$ cat config.mk
export PLATFORM = sky130hd
export DESIGN_NAME = byte_write_packer
export DESIGN_NICKNAME = d
export VERILOG_FILES = /design/src/rtl/byte_packer_pkg.sv /design/src/rtl/packed_word_fifo.sv /design/src/rtl/byte_write_packer.sv
export SDC_FILE = /design/constraint.sdc
export NUM_CORES = 1
export LEC_CHECK = 0
export ABC_AREA = 1
export BUFFER_PORTS_ARGS = -buffer_cell sky130_fd_sc_hd__buf_2
export CORE_AREA = 4 4 142 144
export CTS_BUF_LIST = sky130_fd_sc_hd__clkbuf_4 sky130_fd_sc_hd__clkbuf_8
export CTS_CLUSTER_SIZE = 40
export DETAILED_ROUTE_END_ITERATION = 12
export DIE_AREA = 0 0 146 148
export MAX_ROUTING_LAYER = met4
export PLACE_DENSITY = 0.74
export RECOVER_POWER = 50
export REMOVE_ABC_BUFFERS = 1
export SKIP_CTS_REPAIR_TIMING = 1
export SYNTH_ARGS = -nofsm -noshare
export SYNTH_HDL_FRONTEND = slang
export SYNTH_HIERARCHICAL = 1
export SYNTH_SLANG_ARGS = --single-unit
$ cat constraint.sdc
create_clock -name clk -period 4.1 [get_ports clk]
set_clock_uncertainty 0.15 [all_clocks]
set_input_delay 1.025 -clock clk [delete_from_list [all_inputs] [get_ports clk]]
set_output_delay 1.025 -clock clk [all_outputs]
set_load 0.02 [all_outputs]
$ cat src/rtl/byte_packer_pkg.sv
// Shared types and lane helpers for the byte-to-word write packer.
package byte_packer_pkg;

  // Word address width carried through the packed-word FIFO.
  parameter int unsigned WORD_ADDR_W = 24;

  // One packed word write: word address, big-endian lane data, lane enables.
  typedef struct packed {
    logic [WORD_ADDR_W-1:0] addr;
    logic [15:0]            data;
    logic [1:0]             be;
  } packed_word_t;

  // Assembly register occupancy.
  typedef enum logic {
    EMPTY = 1'b0,
    HOLD  = 1'b1
  } assembly_state_t;

  // Lane enable for a byte: even byte (lane 0) is be[1], odd byte is be[0].
  function automatic logic [1:0] lane_mask(input logic lane);
    if (lane) begin
      return 2'b01;
    end else begin
      return 2'b10;
    end
  endfunction

  // Replace one lane of a word; even byte lives in [15:8], odd byte in [7:0].
  function automatic logic [15:0] place_byte(input logic [15:0] word,
                                             input logic        lane,
                                             input logic [7:0]  value);
    if (lane) begin
      return {word[15:8], value};
    end else begin
      return {value, word[7:0]};
    end
  endfunction

endpackage

$ cat src/rtl/packed_word_fifo.sv
// Show-ahead FIFO of packed words. A push while full is accepted only when a
// pop happens on the same edge; otherwise it is dropped.
module packed_word_fifo
  import byte_packer_pkg::*;
#(
  parameter  int unsigned DEPTH = 4,
  localparam int unsigned PTR_W = $clog2(DEPTH),
  localparam int unsigned CNT_W = PTR_W + 1
) (
  input  logic             clk,
  input  logic             reset_n,
  input  logic             push,
  input  packed_word_t     push_word,
  input  logic             pop,
  output packed_word_t     head,
  output logic             full,
  output logic             empty,
  output logic [CNT_W-1:0] count
);

  packed_word_t     mem_r [DEPTH];
  logic [PTR_W-1:0] wr_ptr_r;
  logic [PTR_W-1:0] rd_ptr_r;
  logic [CNT_W-1:0] count_r;
  logic             pop_ok_s;
  logic             push_ok_s;

  assign empty = (count_r == {CNT_W{1'b0}});
  assign full  = (count_r == CNT_W'(DEPTH));
  assign count = count_r;
  assign head  = mem_r[rd_ptr_r];

  // Qualify push/pop: pop needs data, push needs room or a simultaneous pop.
  always_comb begin
    pop_ok_s  = pop && !empty;
    push_ok_s = push && (!full || pop_ok_s);
  end

  // Storage array; data only, so no reset is needed.
  always_ff @(posedge clk) begin
    if (push_ok_s) begin
      mem_r[wr_ptr_r] <= push_word;
    end
  end

  // Pointers wrap naturally at the power-of-two depth; count tracks occupancy.
  always_ff @(posedge clk or negedge reset_n) begin
    if (!reset_n) begin
      wr_ptr_r <= {PTR_W{1'b0}};
      rd_ptr_r <= {PTR_W{1'b0}};
      count_r  <= {CNT_W{1'b0}};
    end else begin
      if (push_ok_s) begin
        wr_ptr_r <= wr_ptr_r + 1'b1;
      end
      if (pop_ok_s) begin
        rd_ptr_r <= rd_ptr_r + 1'b1;
      end
      case ({push_ok_s, pop_ok_s})
        2'b10:   count_r <= count_r + 1'b1;
        2'b01:   count_r <= count_r - 1'b1;
        default: count_r <= count_r;
      endcase
    end
  end

endmodule

$ cat src/rtl/byte_write_packer.sv
// Packs a one-byte-per-cycle write stream into 16-bit word writes with byte
// enables and queues them for a req/ack memory port.
module byte_write_packer
  import byte_packer_pkg::*;
#(
  parameter int unsigned ADDR_W       = 24,
  parameter int unsigned FIFO_DEPTH   = 4,
  parameter int unsigned FLUSH_CYCLES = 4
) (
  input  logic              clk,
  input  logic              reset_n,
  input  logic [31:0]       byte_address,
  input  logic [7:0]        byte_data,
  input  logic              byte_wr,
  output logic [ADDR_W-1:0] mem_address,
  output logic [15:0]       mem_data,
  output logic [1:0]        mem_be,
  output logic              mem_req,
  input  logic              mem_ack,
  output logic              busy,
  output logic              overflow
);

  localparam int unsigned FIFO_CNT_W = $clog2(FIFO_DEPTH) + 1;
  localparam logic [7:0]  FLUSH_LAST = 8'(FLUSH_CYCLES - 1);

  assembly_state_t          state_r;
  logic [WORD_ADDR_W-1:0]   asm_addr_r;
  logic [15:0]              asm_data_r;
  logic [1:0]               asm_be_r;
  logic [7:0]               idle_r;
  logic                     overflow_r;

  logic [WORD_ADDR_W-1:0]   in_addr_s;
  logic                     lane_s;
  logic                     same_word_s;
  logic                     same_lane_s;
  logic                     flush_due_s;
  logic                     push_s;
  logic                     pop_s;
  packed_word_t             held_word_s;
  packed_word_t             push_word_s;
  packed_word_t             head_s;
  logic                     fifo_full_s;
  logic                     fifo_empty_s;
  logic [FIFO_CNT_W-1:0]    fifo_count_s;
  logic                     unused_addr_s;

  assign in_addr_s     = byte_address[WORD_ADDR_W:1];
  assign lane_s        = byte_address[0];
  assign unused_addr_s = ^byte_address[31:WORD_ADDR_W+1];

  assign mem_req  = !fifo_empty_s;
  assign pop_s    = !fifo_empty_s && mem_ack;
  assign busy     = (state_r == HOLD) || (fifo_count_s != {FIFO_CNT_W{1'b0}});
  assign overflow = overflow_r;

  // Decode the incoming byte against the held word.
  always_comb begin
    same_word_s      = (in_addr_s == asm_addr_r);
    same_lane_s      = |(asm_be_r & lane_mask(lane_s));
    flush_due_s      = (idle_r == FLUSH_LAST);
    held_word_s.addr = asm_addr_r;
    held_word_s.data = asm_data_r;
    held_word_s.be   = asm_be_r;
  end

  // Decide whether this edge pushes a word, and which one. A write always
  // wins over an idle flush on the same edge.
  always_comb begin
    push_s      = 1'b0;
    push_word_s = held_word_s;
    case (state_r)
      EMPTY: begin
        push_s = 1'b0;
      end
      HOLD: begin
        if (byte_wr) begin
          if (same_word_s) begin
            if (same_lane_s) begin
              push_s = 1'b0;
            end else begin
              push_s           = 1'b1;
              push_word_s.data = place_byte(asm_data_r, lane_s, byte_data);
              push_word_s.be   = 2'b11;
            end
          end else begin
            push_s = 1'b1;
          end
        end else begin
          if (flush_due_s) begin
            push_s = 1'b1;
          end else begin
            push_s = 1'b0;
          end
        end
      end
      default: begin
        push_s = 1'b0;
      end
    endcase
  end

  // Assembly state machine, idle counter and sticky overflow flag.
  always_ff @(posedge clk or negedge reset_n) begin
    if (!reset_n) begin
      state_r    <= EMPTY;
      asm_addr_r <= {WORD_ADDR_W{1'b0}};
      asm_data_r <= 16'h0000;
      asm_be_r   <= 2'b00;
      idle_r     <= 8'd0;
      overflow_r <= 1'b0;
    end else begin
      if (push_s && fifo_full_s && !pop_s) begin
        overflow_r <= 1'b1;
      end
      case (state_r)
        EMPTY: begin
          if (byte_wr) begin
            state_r    <= HOLD;
            asm_addr_r <= in_addr_s;
            asm_data_r <= place_byte(16'h0000, lane_s, byte_data);
            asm_be_r   <= lane_mask(lane_s);
            idle_r     <= 8'd0;
          end
        end
        HOLD: begin
          if (byte_wr) begin
            if (same_word_s && same_lane_s) begin
              asm_data_r <= place_byte(asm_data_r, lane_s, byte_data);
              idle_r     <= 8'd0;
            end else if (same_word_s) begin
              state_r <= EMPTY;
            end else begin
              asm_addr_r <= in_addr_s;
              asm_data_r <= place_byte(16'h0000, lane_s, byte_data);
              asm_be_r   <= lane_mask(lane_s);
              idle_r     <= 8'd0;
            end
          end else if (flush_due_s) begin
            state_r <= EMPTY;
          end else begin
            idle_r <= idle_r + 8'd1;
          end
        end
        default: begin
          state_r <= EMPTY;
        end
      endcase
    end
  end

  // Present the FIFO head; fields read as zero while nothing is presented.
  always_comb begin
    if (fifo_empty_s) begin
      mem_address = {ADDR_W{1'b0}};
      mem_data    = 16'h0000;
      mem_be      = 2'b00;
    end else begin
      mem_address = ADDR_W'(head_s.addr);
      mem_data    = head_s.data;
      mem_be      = head_s.be;
    end
  end

  packed_word_fifo #(
    .DEPTH (FIFO_DEPTH)
  ) u_fifo (
    .clk       (clk),
    .reset_n   (reset_n),
    .push      (push_s),
    .push_word (push_word_s),
    .pop       (pop_s),
    .head      (head_s),
    .full      (fifo_full_s),
    .empty     (fifo_empty_s),
    .count     (fifo_count_s)
  );

endmodule

==> run summary <==
==================================================================================
TritonCTS clock tree                                                         built
Cell Pwr Density                                                        683 mW/mm2
Signed area change from the synthesized netlist to the final layout          12.2%
Max stage delay on crit path                                                740 ps
Critical Path Slowest Stage Cell                                      sky130_fd_sc_hd__buf_4
Ys Warns                                                                         6
Number of CTS-inserted buffers                                                  37
Fin. Hold Viols                                                                  0
Sinks on the clock net                                                         227
Number of antenna violations at the first check in global routing                0
Placement Rows                                                                  50
Num ports                                                                       89
Port Buffers                                                                    81
Total power after layout                                                   7.88 mW
Final cell count without fillers                                              1402
Max frequency                                                              264 MHz
Total routing resource utilization after global routing                      21.0%
Count of placed standard cells including taps                                 1336
Endpoint type of the worst setup path                                   output pin
Vias per std cell                                                             5.24
Initial core utilization                                                     55.0%
Final weighted congestion in routability-driven placement                    0.802
Die W                                                                       146 um
Setup-violating endpoint count in the final report                               0
Wire length of the first global-routing pass                               35.9 mm
Time the final worst path needs with I/O delays and setup                  3780 ps
Number of instances in the synthesized netlist                                1052
Post-synthesis sequential area ratio                                         63.4%
Initial DRT Pass Iterations                                                      5
Final core area utilization                                                  61.7%
Internal power contribution                                                4.90 mW
Net count, final                                                              1192
Flip-flop and latch count after synthesis                                      227
Reported max-cap violation count                                                 0
Clock transition at path regs                                                60 ps
Unrepaired setup endpoints after global routing                              false
Transition time of the tightest slew-check pin                             1480 ps
Initial drt markers                                                            510
Antenna diode instance count                                                     0
Max Root-Sink Buffers                                                            3
Worst min-delay path class                                                 reg2reg
Worst path most repeated cell                                         sky130_fd_sc_hd__nor2_1
Count of flip-flops with a built-in enable after synthesis                     168
Tightest slew margin relative to the limit                                   1.13%
Final global-route overflow total                                                0
Worst path setup slack after routing                                        318 ps
Count of antenna-violating nets left after detailed routing                      0
Maximum number of pins on one net before global-route repair                    87
Switching Fraction                                                           37.8%
Unique cell type count in the Yosys netlist                                     33
Mean post-synth cell area                                                 9.77 um2
Register area                                                          0.00652 mm2
Vertical die dimension                                                      148 um
Element type at the critical path start                                   register
Multi-input logic area                                                 0.00308 mm2
Flip-flop cell with the highest count after synthesis                 sky130_fd_sc_hd__edfxtp_1
Post-route cell area                                                    0.0115 mm2
Core box area                                                           0.0187 mm2
Post-Route WL                                                              21.6 mm
Sequential fraction of design power                                          39.2%
NetSw                                                                      2.98 mW
Count of pins over their slew limit                                              0
Hpwl dp                                                                    13.1 mm
Post-route setup TNS                                                          0 ps
Endpoint required time on the critical path                                2920 ps
Critical path class                                                        reg2out
Die footprint                                                           0.0216 mm2
Share of synthesized registers carrying an async set or reset                26.0%
VDD IR max                                                                  380 uV
Number of remaining DRC errors                                                   0
Comb power frac                                                              35.8%
Clk Latency, worst-skew pair                                                520 ps
CTS Root Cell                                                         sky130_fd_sc_hd__clkbuf_8
Netlist area before placement                                           0.0103 mm2
Via count of the first global-routing pass                                    7280
Average wire per cell in the routed design                                 15.4 um
Critical-path cell list                                               buf_4, nor2_1, nor2_1, o21ai_0, o21ai_1, inv_1, nor2_1, buf_2
Number of inserted filler cells in the final layout                           1531
Worst Path Arrival                                                         2610 ps
Max H-tree Level                                                                 2
Static leakage power                                                       5.13 nW
Fraction of layout instances using a drive strength above 1                  14.4%
Maximum fanout along the worst path                                             86
Vias after detailed routing                                                   7347
Cell area after placement                                               0.0108 mm2
Worst setup timing slack at the placement stage                             136 ps
Part of the cycle the worst path needs                                       92.2%
Portion of total power attributed to the clock network                       25.0%
Outcome                                                               complete, no violations
Hold slack final                                                            340 ps
==================================================================================
-- path summary, 6_finish.rpt --
check                      slack, ps                from  depth (start not counted)                 end
max in group asynchronous       1190             reset_n                          2  u_fifo/rd_ptr_r[0]
min                              340         asm_be_r[0]                          2         asm_be_r[0]
max                              320  u_fifo/rd_ptr_r[0]                          8         mem_data[8]
min reg2reg                      340         asm_be_r[0]                          2         asm_be_r[0]
max reg2reg                      570      asm_addr_r[16]                         11       asm_addr_r[4]
min in group asynchronous        650             reset_n                          1      asm_data_r[12]
-- placed cells by master, fill, tap and decap left out, types with 4 or more instances in the layout --
cell,synthesis,layout
sky130_fd_sc_hd__buf_2,18,78
sky130_fd_sc_hd__buf_4,2,17
sky130_fd_sc_hd__clkbuf_1,17,7
sky130_fd_sc_hd__clkbuf_4,0,15
sky130_fd_sc_hd__clkbuf_8,0,41
sky130_fd_sc_hd__clkinv_1,1,4
sky130_fd_sc_hd__clkinv_2,0,5
sky130_fd_sc_hd__dfrtp_1,59,58
sky130_fd_sc_hd__edfxtp_1,168,168
sky130_fd_sc_hd__ha_1,6,6
sky130_fd_sc_hd__inv_1,88,89
sky130_fd_sc_hd__nand2_1,241,243
sky130_fd_sc_hd__nand3_1,42,44
sky130_fd_sc_hd__nand4_1,15,15
sky130_fd_sc_hd__nor2_1,192,189
sky130_fd_sc_hd__nor2_4,1,4
sky130_fd_sc_hd__nor3_1,4,5
sky130_fd_sc_hd__o21ai_0,62,62
sky130_fd_sc_hd__o21ai_1,82,82
sky130_fd_sc_hd__xnor2_1,12,12
sky130_fd_sc_hd__xor2_1,10,10
-- Yosys cell counts (15+ instances only) --
cell	count	area (um2)
sky130_fd_sc_hd__o21ai_0	62	310
sky130_fd_sc_hd__nor2_1	192	721
sky130_fd_sc_hd__nand2_1	241	905
sky130_fd_sc_hd__nand3_1	42	210
sky130_fd_sc_hd__buf_2	18	90.1
sky130_fd_sc_hd__clkbuf_1	17	63.8
sky130_fd_sc_hd__o21ai_1	82	410
sky130_fd_sc_hd__buf_6	15	169
sky130_fd_sc_hd__nand4_1	15	93.8
sky130_fd_sc_hd__inv_1	88	330
sky130_fd_sc_hd__edfxtp_1	168	5040
sky130_fd_sc_hd__dfrtp_1	59	1480
-- state kept, by name, summed over array words and instances (netlist names), 2 cells and up --
signal,cells
u_fifo/count,3
asm_be_r,2
u_fifo/mem_r,168
idle_r,8
u_fifo/rd_ptr_r,2
asm_data_r,16
asm_addr_r,24
u_fifo/wr_ptr_r,2
-- layer usage --
layer	up-vias	wire length, um	track usage [%]
li1	3639	-	-
met5	-	0	-
met4	0	346	5.69
met1	3447	9440	27.0
met2	229	10500	34.9
met3	32	1260	3.89
-- critical path: cells and delay by family, from the launching register on --
family          cells  cell delay, ps
buf+inv             3            1020
simple gates        3             450
flops               1             380
compound gates      2             190
-- power by group through the flow --
| stage | registers (mW) | logic [mW] | clock network, mW |
|---|---|---|---|
| finish | 3.09 | 2.82 | 1.97 |
| global placement | 3.12 | 2.81 | 0 |
| global route | 3.12 | 3.17 | 2.12 |
| detailed placement | 3.13 | 2.86 | 0 |
| CTS | 3.09 | 2.87 | 2.01 |
| floorplan | 3.20 | 1.81 | 0 |
-- logic make-up (layout without fill, tap and decap cells) --
| kind of cell | Yosys count | in the layout | synth area share, % |
|---|---|---|---|
| AND/OR/NAND/NOR | 504 | 504 | 19.8 |
| flip-flops | 227 | 227 | 63.4 |
| AO/OA/AOI/OAI | 148 | 148 | 7.29 |
| buffers and inverters | 144 | 260 | 6.67 |
| XOR/XNOR | 22 | 22 | 1.87 |
| adder cells (fa/ha/maj) | 7 | 7 | 0.925 |
-- cell type report --
cell class / count / area share (%)
inverter: 92 / 3.02
clock buffer: 56 / 5.87
sequential: 227 / 56.5
multi-input combinational: 681 / 26.7
tap: 234 / 2.54
clock inverter: 10 / 0.651
timing repair buffer: 102 / 4.72
No activity file was read; power rests on OpenSTA's default activity.
